### src/rtl/seg7_pkg.sv
// rtl/seg7_pkg.sv - shared constants and helpers for the seven-segment scan driver
//
// Purpose: segment bit positions, the active-high hex glyph table and the
// digit-index width helper used by seg7_hex_enc and seg7_scan_driver.
// Ports: none (package).
package seg7_pkg;

  // Bit positions inside the 8-bit segment vector {dp,g,f,e,d,c,b,a}
  localparam int SEG_A  = 0;
  localparam int SEG_B  = 1;
  localparam int SEG_C  = 2;
  localparam int SEG_D  = 3;
  localparam int SEG_E  = 4;
  localparam int SEG_F  = 5;
  localparam int SEG_G  = 6;
  localparam int SEG_DP = 7;

  // Internal vectors are active-high, so "everything off" is all zeros
  localparam logic [7:0] SEG_ALL_OFF_INT = 8'h00;

  // Active-high glyphs {g,f,e,d,c,b,a} for 0123456789AbCdEF
  localparam logic [6:0] GLYPH_TAB [16] = '{
    7'h3F, 7'h06, 7'h5B, 7'h4F, 7'h66, 7'h6D, 7'h7D, 7'h07,
    7'h7F, 7'h6F, 7'h77, 7'h7C, 7'h39, 7'h5E, 7'h79, 7'h71
  };

  // Digit index width; a single-digit display still needs one bit
  function automatic int idx_width(input int n);
    return (n <= 1) ? 1 : $clog2(n);
  endfunction

endpackage

### src/rtl/seg7_hex_enc.sv
// rtl/seg7_hex_enc.sv - combinational nibble to active-high seven-segment glyph
//
// Purpose: decode one hex nibble into the standard 0-F glyph.
// Ports:
//   nibble_i  4-bit hex digit
//   glyph_o   7-bit active-high segments {g,f,e,d,c,b,a}
module seg7_hex_enc
  import seg7_pkg::*;
(
  input  logic [3:0] nibble_i,
  output logic [6:0] glyph_o
);

  logic [6:0] raw;

  always_comb begin
    raw     = GLYPH_TAB[nibble_i];
    glyph_o = {raw[SEG_G], raw[SEG_F], raw[SEG_E], raw[SEG_D],
               raw[SEG_C], raw[SEG_B], raw[SEG_A]};
  end

endmodule

### src/rtl/seg7_scan_driver.sv
// rtl/seg7_scan_driver.sv - multi-digit multiplexed seven-segment display driver
//
// Purpose: scans an N-digit hex word onto one shared segment bus with one-hot
// digit enables; frame-synchronous tear-free loading, leading-zero blanking
// and whole-display blink.
// Ports:
//   iCLK, iRST_N   clock, asynchronous active-low reset
//   iVALUE, iDP    hex word (nibble k -> digit k) and per-digit decimal points
//   iLOAD          strobe capturing iVALUE/iDP, applied at the next frame end
//   iBLANK_LZ      leading-zero blanking enable
//   iBLINK_EN      whole-display blink enable
//   oSEG, oAN      registered segment bus {dp,g..a} and digit enables
//   oFRAME         one-cycle pulse after the last digit's slot ends
//   oPENDING       a loaded value waits for the next frame boundary
module seg7_scan_driver
  import seg7_pkg::*;
#(
  parameter int NUM_DIGITS     = 4,
  parameter int SCAN_DIV       = 50000,
  parameter int BLINK_FRAMES   = 64,
  parameter bit SEG_ACTIVE_LOW = 1'b1,
  parameter bit AN_ACTIVE_LOW  = 1'b1
) (
  input  logic                    iCLK,
  input  logic                    iRST_N,
  input  logic [4*NUM_DIGITS-1:0] iVALUE,
  input  logic [NUM_DIGITS-1:0]   iDP,
  input  logic                    iLOAD,
  input  logic                    iBLANK_LZ,
  input  logic                    iBLINK_EN,
  output logic [7:0]              oSEG,
  output logic [NUM_DIGITS-1:0]   oAN,
  output logic                    oFRAME,
  output logic                    oPENDING
);

  if (SCAN_DIV < 2 || NUM_DIGITS < 1 || NUM_DIGITS > 8 || BLINK_FRAMES < 1) begin : g_bad_param
    $error("seg7_scan_driver: illegal parameter value");
  end

  localparam int IW = idx_width(NUM_DIGITS);
  localparam int PW = $clog2(SCAN_DIV);
  localparam int BW = $clog2(BLINK_FRAMES + 1);
  localparam logic [7:0]            SEG_OFF_PIN = SEG_ACTIVE_LOW ? 8'hFF : 8'h00;
  localparam logic [NUM_DIGITS-1:0] AN_OFF_PIN  = AN_ACTIVE_LOW ? '1 : '0;

  logic [PW-1:0]           presc_q, presc_d;
  logic [IW-1:0]           idx_q, idx_d;
  logic [4*NUM_DIGITS-1:0] disp_q, disp_d, shv_q, shv_d;
  logic [NUM_DIGITS-1:0]   dpr_q, dpr_d, shdp_q, shdp_d;
  logic                    pend_q, pend_d;
  logic [BW-1:0]           bcnt_q, bcnt_d;
  logic                    phase_q, phase_d;   // 1 = hidden half of the blink
  logic [7:0]              seg_q, seg_d;
  logic [NUM_DIGITS-1:0]   an_q, an_d;
  logic                    frame_q, frame_d;

  logic                    tick, frame_end, hidden, zero_run, cur_dp, cur_blank;
  logic [NUM_DIGITS-1:0]   blank, an_int;
  logic [3:0]              cur_nib;
  logic [6:0]              glyph;
  logic [7:0]              seg_int;

  seg7_hex_enc u_enc (
    .nibble_i (cur_nib),
    .glyph_o  (glyph)
  );

  always_comb begin
    tick      = (presc_q == PW'(SCAN_DIV - 1));
    frame_end = tick && (idx_q == IW'(NUM_DIGITS - 1));
    presc_d   = tick ? '0 : presc_q + 1'b1;
    idx_d     = idx_q;
    if (tick) idx_d = frame_end ? '0 : idx_q + 1'b1;
    frame_d   = frame_end;

    // Shadow/pending: a load landing on the frame-end edge bypasses the shadow
    disp_d = disp_q;
    dpr_d  = dpr_q;
    shv_d  = shv_q;
    shdp_d = shdp_q;
    pend_d = pend_q;
    if (iLOAD) begin
      shv_d  = iVALUE;
      shdp_d = iDP;
    end
    if (frame_end && iLOAD) begin
      disp_d = iVALUE;
      dpr_d  = iDP;
      pend_d = 1'b0;
    end else if (frame_end && pend_q) begin
      disp_d = shv_q;
      dpr_d  = shdp_q;
      pend_d = 1'b0;
    end else if (iLOAD) begin
      pend_d = 1'b1;
    end

    bcnt_d  = bcnt_q;
    phase_d = phase_q;
    if (!iBLINK_EN) begin
      bcnt_d  = '0;
      phase_d = 1'b0;
    end else if (frame_end) begin
      if (bcnt_q == BW'(BLINK_FRAMES - 1)) begin
        bcnt_d  = '0;
        phase_d = ~phase_q;
      end else begin
        bcnt_d = bcnt_q + 1'b1;
      end
    end

    // Zero run from the top digit down; a set dp ends the run at that digit
    blank    = '0;
    zero_run = 1'b1;
    for (int k = NUM_DIGITS - 1; k >= 0; k--) begin
      zero_run = zero_run && (disp_q[4*k +: 4] == 4'h0) && !dpr_q[k];
      blank[k] = iBLANK_LZ && zero_run && (k != 0);
    end

    cur_nib   = 4'h0;
    cur_dp    = 1'b0;
    cur_blank = 1'b0;
    an_int    = '0;
    for (int k = 0; k < NUM_DIGITS; k++) begin
      if (idx_q == IW'(k)) begin
        cur_nib   = disp_q[4*k +: 4];
        cur_dp    = dpr_q[k];
        cur_blank = blank[k];
        an_int[k] = 1'b1;
      end
    end

    seg_int = cur_blank ? SEG_ALL_OFF_INT : {cur_dp, glyph};
    // Uses the live enable so dropping blink shows the display on the next edge
    hidden  = iBLINK_EN && phase_q;
    seg_d   = hidden ? SEG_OFF_PIN : (SEG_ACTIVE_LOW ? ~seg_int : seg_int);
    an_d    = hidden ? AN_OFF_PIN : (AN_ACTIVE_LOW ? ~an_int : an_int);
  end

  always_ff @(posedge iCLK or negedge iRST_N) begin
    if (!iRST_N) begin
      presc_q <= '0;
      idx_q   <= '0;
      disp_q  <= '0;
      dpr_q   <= '0;
      shv_q   <= '0;
      shdp_q  <= '0;
      pend_q  <= 1'b0;
      bcnt_q  <= '0;
      phase_q <= 1'b0;
      seg_q   <= SEG_OFF_PIN;
      an_q    <= AN_OFF_PIN;
      frame_q <= 1'b0;
    end else begin
      presc_q <= presc_d;
      idx_q   <= idx_d;
      disp_q  <= disp_d;
      dpr_q   <= dpr_d;
      shv_q   <= shv_d;
      shdp_q  <= shdp_d;
      pend_q  <= pend_d;
      bcnt_q  <= bcnt_d;
      phase_q <= phase_d;
      seg_q   <= seg_d;
      an_q    <= an_d;
      frame_q <= frame_d;
    end
  end

  assign oSEG     = seg_q;
  assign oAN      = an_q;
  assign oFRAME   = frame_q;
  assign oPENDING = pend_q;

endmodule

### config.mk
export PLATFORM = sky130hd
export DESIGN_NAME = seg7_scan_driver
export DESIGN_NICKNAME = d
export VERILOG_FILES = /design/src/rtl/seg7_pkg.sv /design/src/rtl/seg7_hex_enc.sv /design/src/rtl/seg7_scan_driver.sv
export SDC_FILE = /design/constraint.sdc
export NUM_CORES = 1
export LEC_CHECK = 0
export BUFFER_PORTS_ARGS = -buffer_cell sky130_fd_sc_hd__buf_4
export CORE_UTILIZATION = 50
export DETAILED_ROUTE_END_ITERATION = 12
export PLACE_DENSITY = 0.76
export REMOVE_ABC_BUFFERS = 1
export SYNTH_ARGS = -nofsm -noshare
export SYNTH_HDL_FRONTEND = slang
export SYNTH_SLANG_ARGS = --single-unit
### constraint.sdc
create_clock -name iCLK -period 3.1 [get_ports iCLK]
set_input_delay 0.93 -clock iCLK [delete_from_list [all_inputs] [get_ports iCLK]]
set_output_delay 0.93 -clock iCLK [all_outputs]
set_load 0.05 [all_outputs]
==> results of run 1 <==
==> layer usage <==
metal	global-route usage, %	up-vias	part of all wire [%]
met5	0	-	0
met4	7.258	0	0.47
met3	5.051	4	4.9
met2	34.22	78	46
met1	30.34	1410	49
li1	-	1406	-
==> final timing paths <==
kind	cells past startpoint	to	startpoint
setup / recovery	10	oSEG[3]	idx_q[1]
setup reg to reg	10	oSEG[3]	idx_q[1]
max in group asynchronous	1	presc_q[3]	iRST_N
hold / removal	1	presc_q[0]	presc_q[0]
min in group asynchronous	1	shv_q[8]	iRST_N
hold reg to reg	1	presc_q[0]	presc_q[0]
==> cell families (layout without fill, tap and decap cells) <==
group                    Yosys count  count (layout)
AO/OA/AOI/OAI                     97              97
XOR/XNOR                          16              16
adder cells (fa/ha/maj)           12              12
buffers and inverters             32              69
flip-flops                        80              80
multiplexers                      16              16
AND/OR/NAND/NOR                  118             118
==> placed cells by master (no fill, tap or decap), drive strengths merged, types with 7 or more instances in the layout <==
| cell | n |
|---|---|
| a21oi | 23 |
| buf | 41 |
| clkbuf | 11 |
| dfrtp | 68 |
| dfstp | 12 |
| ha | 12 |
| inv | 12 |
| mux2 | 13 |
| nand2 | 50 |
| nand3 | 10 |
| nor2 | 17 |
| o21ai | 7 |
| o22ai | 40 |
| xnor2 | 11 |
==> sequential cells by signal, indices dropped and copies added (netlist names) <==
register,flops
oSEG,8
oPENDING,1
shdp_q,4
shv_q,16
presc_q,16
idx_q,2
dpr_q,4
disp_q,16
bcnt_q,7
oFRAME,1
phase_q,1
oAN,4
==> metrics by stage <==
stage | hold slack [ps] | std cells | area (µm²) | utilization (%) | setup WS (ps)
4_1_cts | 457.1 | 507 | 4399 | 59.38 | 527.0
3_3_place_gp | 437.2 | 491 | 4209 | 56.81 | 680.5
5_1_grt | 494.8 | 507 | 4399 | 59.38 | 261.1
2_1_floorplan | 424.5 | 351 | 3777 | - | 846.6
6_report | 456.6 | 507 | 4399 | 59.38 | 485.7
3_5_place_dp | 446.4 | 491 | 4209 | 56.81 | 529.8
==> synthesized netlist by cell type, drive strengths merged (4+ instances only) <==
library cell and number:
o22ai 40, o211ai 4, xnor2 11, nand4 6
nand2b 4, a21oi 23, nand3 10, nor2b 4
buf 12, mux2 13, a211oi 4, dfrtp 68
ha 12, xor2 5, and2 6, dfstp 12
o21ai 7, nor2 17, nand2 50, inv 11
clkbuf 8
==> power breakdown <==
| group | leakage (nW) | internal [mW] | total (mW) | switching (mW) |
|---|---|---|---|---|
| combinational | 0.890 | 0.0431 | 0.0942 | 0.0511 |
| clock | 0.0842 | 0.337 | 0.717 | 0.380 |
| sequential | 1.01 | 1.07 | 1.08 | 0.0129 |
==> final cells by class <==
class,instances,area (µm²)
multi-input combinational,259,1710
tap,99,123.9
timing repair buffer,41,307.8
sequential,80,2017
inverter,12,50.05
clock buffer,11,151.4
clock inverter,5,38.79
fill,612,3009
==> flow_summary_export.csv, run 1 <==
group,metric,value,unit
timing,finalSetupTns,0,ps
clock_tree,clock-sinks,80,
clock_tree,cts_setup_buffers,0,
critical_path,worst-endpoint-arrival,2900,ps
synth,synth-adder-area-share,3.855,%
routing,drt_first_iter_violations,194,
timing,max_freq,382.5,MHz
synth,ys_seq_area_share,51.78,%
clock_tree,numCtsBuffers,9,
synth,synth_area_leader_cell,"dfrtp_1",
routing,dr.pass1.iters,4,
layout,antenna_cells,0,
power,powerDensity,430.2,nW/µm²
die,die_h,90.26,µm
critical_path,r2r_setup_slack,490,ps
global_routing,grt_pass1_vias,2903,
synth,synth-simple-area-share,15.74,%
layout,area_growth_syn_to_layout,12.95,%
synth,ys_types,56,
clock_tree,cts_tree,"done",
placed_design,portBuffers,38,
routing,drc,0,
critical_path,worstPathCellList,"inv_1, ha_1, nor2b_1, a221o_1, a22oi_1, inv_1, ha_1, mux2i_1, nand2_1, a21bo_2",
timing,period_minus_slack,2614,ps
critical_path,end_kind,"flip-flop",
die,fp.dieW,90.26,µm
global_routing,grt_max_degree,81,
synth,syn_inst,371,
routing,routed_wl,8.115,mm
global_routing,grt.overflow.total,0,
synth,synth_ff_type,"dfrtp_1",
synth,synthMuxAreaShare,4.529,%
routing,vias,2898,
critical_path,start_kind,"flip-flop",
critical_path,path_class,"flip-flop to flip-flop",
power,p_leak,1.988,nW
run,max_cap_violations,0,
clock_tree,cts_buffer_depth,2,
synth,synth_seq_cells,80,
timing,finalSetupViolations,0,
die,rows,31,
clock_tree,cts_hold_buf,0,
synth,synth-async-reset-ratio,100.0,%
hold_path,hold_class,"flip-flop to flip-flop",
power,worst_ir_drop_vdd,0.2404,mV
die,die-area,8147,µm²
critical_path,slowest_delay,410,ps
synth,yosys_warnings,0,
critical_path,critPathTopFamily,"compound AO/OA/AOI/OAI gates",
synth,synth-edff-count,0,
synth,avgSynthCellArea,10.50,µm²
routing,wire_per_inst,16.01,µm
timing,hold_viol,0,
timing,tightest_slew,977.3,ps
critical_path,worst-path-buf-inv,2,
timing,fin_crit_sh,84.33,%
critical_path,worstPathRequired,3390,ps
power,total_power,1.892,mW
layout,drive_above_1_share,22.06,%
timing,relSlewSlack,34.85,%
timing,clock_skew,10.78,ps
placed_design,gp_congestion,0.8764,
placed_design,place_hpwl,5.374,mm
layout,nets,440,
timing,finalMaxSlewViolations,0,
critical_path,path_max_fanout,10,
clock_tree,clk_latency,350,ps
synth,synth_top_area_share,43.69,%
clock_tree,clk_pin_slew_worst_paths,80,ps
synth,synth_area_leaders,"dfrtp_1 44%, dfstp_2 8.1%, o22ai_1 6.4%",
clock_tree,cts_resized,0,
die,ioPinCount,39,
die,initial_utilization,52.58,%
global_routing,grt_pass1_wl,14.18,mm
routing,viasPerCell,5.716,
synth,synthXorXnorAreaFrac,3.598,%
synth,synth_top_family_by_area,"compound AO/OA/AOI/OAI gates",
clock_tree,h-tree-depth,3,
timing,rsz0062_at_grt,"false",
critical_path,slowest_stage,"dfrtp_1",
global_routing,antenna_found_initial,0,
synth,synth_area,3895,µm²
routing,antenna_left,0,
global_routing,grtUsageTotal,21.92,%
die,coreArea,7408,µm²
clock_tree,cts_root_buf,"clkbuf_8",
synth,synth_compound_area_share,16.19,%
status,status,"completed",
Note: power is estimated with default switching activity, not from simulation.
==> inputs of run 2 (changes only) <==
- PLACE_DENSITY: 0.76 -> 0.79
- clock period: 3.1 -> 2.35 ns (I/O delays scaled with it)
==> flow_summary_export.csv, run 2 (synthesis results as in run 1) <==
group,metric,value,unit
critical_path,slowest_delay,380,ps
layout,final_cell_mix,"68 x dfrtp_1, 49 x nand2_1, 49 x buf_4, 40 x o22ai_1, 23 x a21oi_1",
critical_path,r2r_setup_slack,130,ps
layout,top_regs,"disp_q (16), presc_q (16), shv_q (16)",
layout,fillers,594,
run,max_cap_violations,0,
timing,hold_viol,0,
die,rows,31,
layout,drive_above_1_share,24.46,%
power,worst_ir_drop_vdd,0.3595,mV
timing,relSlewSlack,63.54,%
timing,period_minus_slack,2220,ps
global_routing,grtUsageTotal,22.33,%
placed_design,gp_congestion,0.9082,
critical_path,r2r_cells,10,
critical_path,worstPathCellList,"inv_1, ha_2, buf_4, a221o_1, a22oi_2, buf_4, ha_1, nand2_1, a21o_1, o211ai_1",
global_routing,grt_pass1_wl,14.57,mm
timing,tightest_slew,545.9,ps
layout,fin_area,4469,µm²
die,die_h,90.26,µm
critical_path,reg2reg_from,"idx_q[1]",
layout,antenna_cells,0,
critical_path,worstPathRequired,2610,ps
critical_path,cp-startpoint,"idx_q[1]",
timing,fin_crit_sh,94.47,%
routing,viasPerCell,5.826,
timing,max_freq,450.4,MHz
routing,antenna_left,0,
clock_tree,clk_pin_slew_worst_paths,80,ps
critical_path,crit_top_cell,"buf_4",
die,die-area,8147,µm²
clock_tree,numCtsBuffers,9,
clock_tree,cts_root_buf,"clkbuf_8",
power,powerDensity,542.6,nW/µm²
critical_path,slowest_stage,"dfrtp_1",
clock_tree,clk_latency,360,ps
routing,drc,0,
critical_path,worstSetupEndpoint,"oSEG[6]",
power,p_leak,2.021,nW
global_routing,grt.overflow.total,0,
routing,dr.pass1.iters,4,
placed_design,place_hpwl,5.687,mm
global_routing,grt_max_degree,49,
placed_design,portBuffers,38,
power,total_power,2.425,mW
hold_path,hold_class,"input pin to asynchronous set/reset pin",
clock_tree,cts_tree,"done",
layout,nets,449,
status,status,"completed",
clock_tree,h-tree-depth,3,
critical_path,end_kind,"flip-flop",
die,coreArea,7408,µm²
clock_tree,cts_buffer_depth,2,
routing,routed_wl,8.389,mm
critical_path,path_class,"flip-flop to flip-flop",
placed_design,placed_area,4282,µm²
layout,area_growth_syn_to_layout,14.74,%
die,initial_utilization,52.58,%
clock_tree,clock-sinks,80,
clock_tree,cts_hold_buf,0,
critical_path,worst-endpoint-arrival,2480,ps
die,fp.dieW,90.26,µm
layout,final_common_cell,"dfrtp_1",
timing,finalSetupViolations,0,
routing,drt_first_iter_violations,191,
global_routing,grt_pass1_vias,3034,
timing,finalSetupTns,0,ps
routing,vias,3006,
critical_path,rr_endpoint,"oSEG[6]",
die,ioPinCount,39,
critical_path,path_max_fanout,6,
global_routing,antenna_found_initial,0,
routing,wire_per_inst,16.26,µm
critical_path,start_kind,"flip-flop",
timing,finalMaxSlewViolations,0,
timing,clock_skew,13.94,ps
run 2: worst min path at each step:
stage / startpoint / slack (ps) / end
3_3_place_gp: presc_q[0] / 440 / presc_q[0]
5_1_grt: iRST_N / 310 / phase_q
2_1_floorplan: iRST_N / 410 / bcnt_q[0]
6_report: iRST_N / 290 / phase_q
4_1_cts: iRST_N / 290 / oFRAME
3_5_place_dp: presc_q[0] / 440 / presc_q[0]
run 2: through the flow:
stage | std cells | utilization [%] | worst slack (ps) | hold slack (ps)
final | 516 | 60.33 | 129.9 | 285.4
after global placement | 499 | 57.79 | 176.6 | 435.8
after detailed placement | 499 | 57.79 | -68.84 | 444.3
after global routing | 516 | 60.33 | -21.34 | 305.2
after CTS | 515 | 59.96 | 28.32 | 292.5
after floorplan | 351 | - | 96.55 | 409.4
run 2: routing by layer:
layer | vias to the layer above | track usage [%] | part of all wire (%)
li1 | 1423 | - | -
met1 | 1492 | 31.98 | 48
met2 | 80 | 33.91 | 46
met3 | 11 | 4.714 | 4.3
met4 | 0 | 7.392 | 1.5
met5 | - | 0 | 0
run 2: where the power goes:
group          total [mW]  internal (mW)  switching (mW)
clock               0.870          0.386           0.484
sequential           1.43           1.41          0.0170
combinational       0.129         0.0604          0.0684
total                2.42           1.86           0.569
run 2: critical path: cells and delay by family (launching register included):
kind            cells  cell delay [ps]
compound gates      4              920
fa+ha+maj           2              360
buf+inv             3              430
flops               1              380
simple gates        1               50
run 2: timing repair:
action / CTS / global route
endpoints found under the hold margin: 0 / 0
pin swaps: 0 / 1
resized for setup: 1 / 8
buffers inserted: 0 / 1
setup endpoints to repair: 1 / 5
run 2: layout make-up:
cell class	count	area (µm²)	share of cell area, %
inverters	12	50.05	1.120
multi-input cells	259	1730	38.72
flip-flops and latches	80	2017	45.13
clock buffers	13	138.9	3.107
well taps	99	123.9	2.772
repair buffers	50	387.9	8.679
clock inverters	3	21.27	0.4759
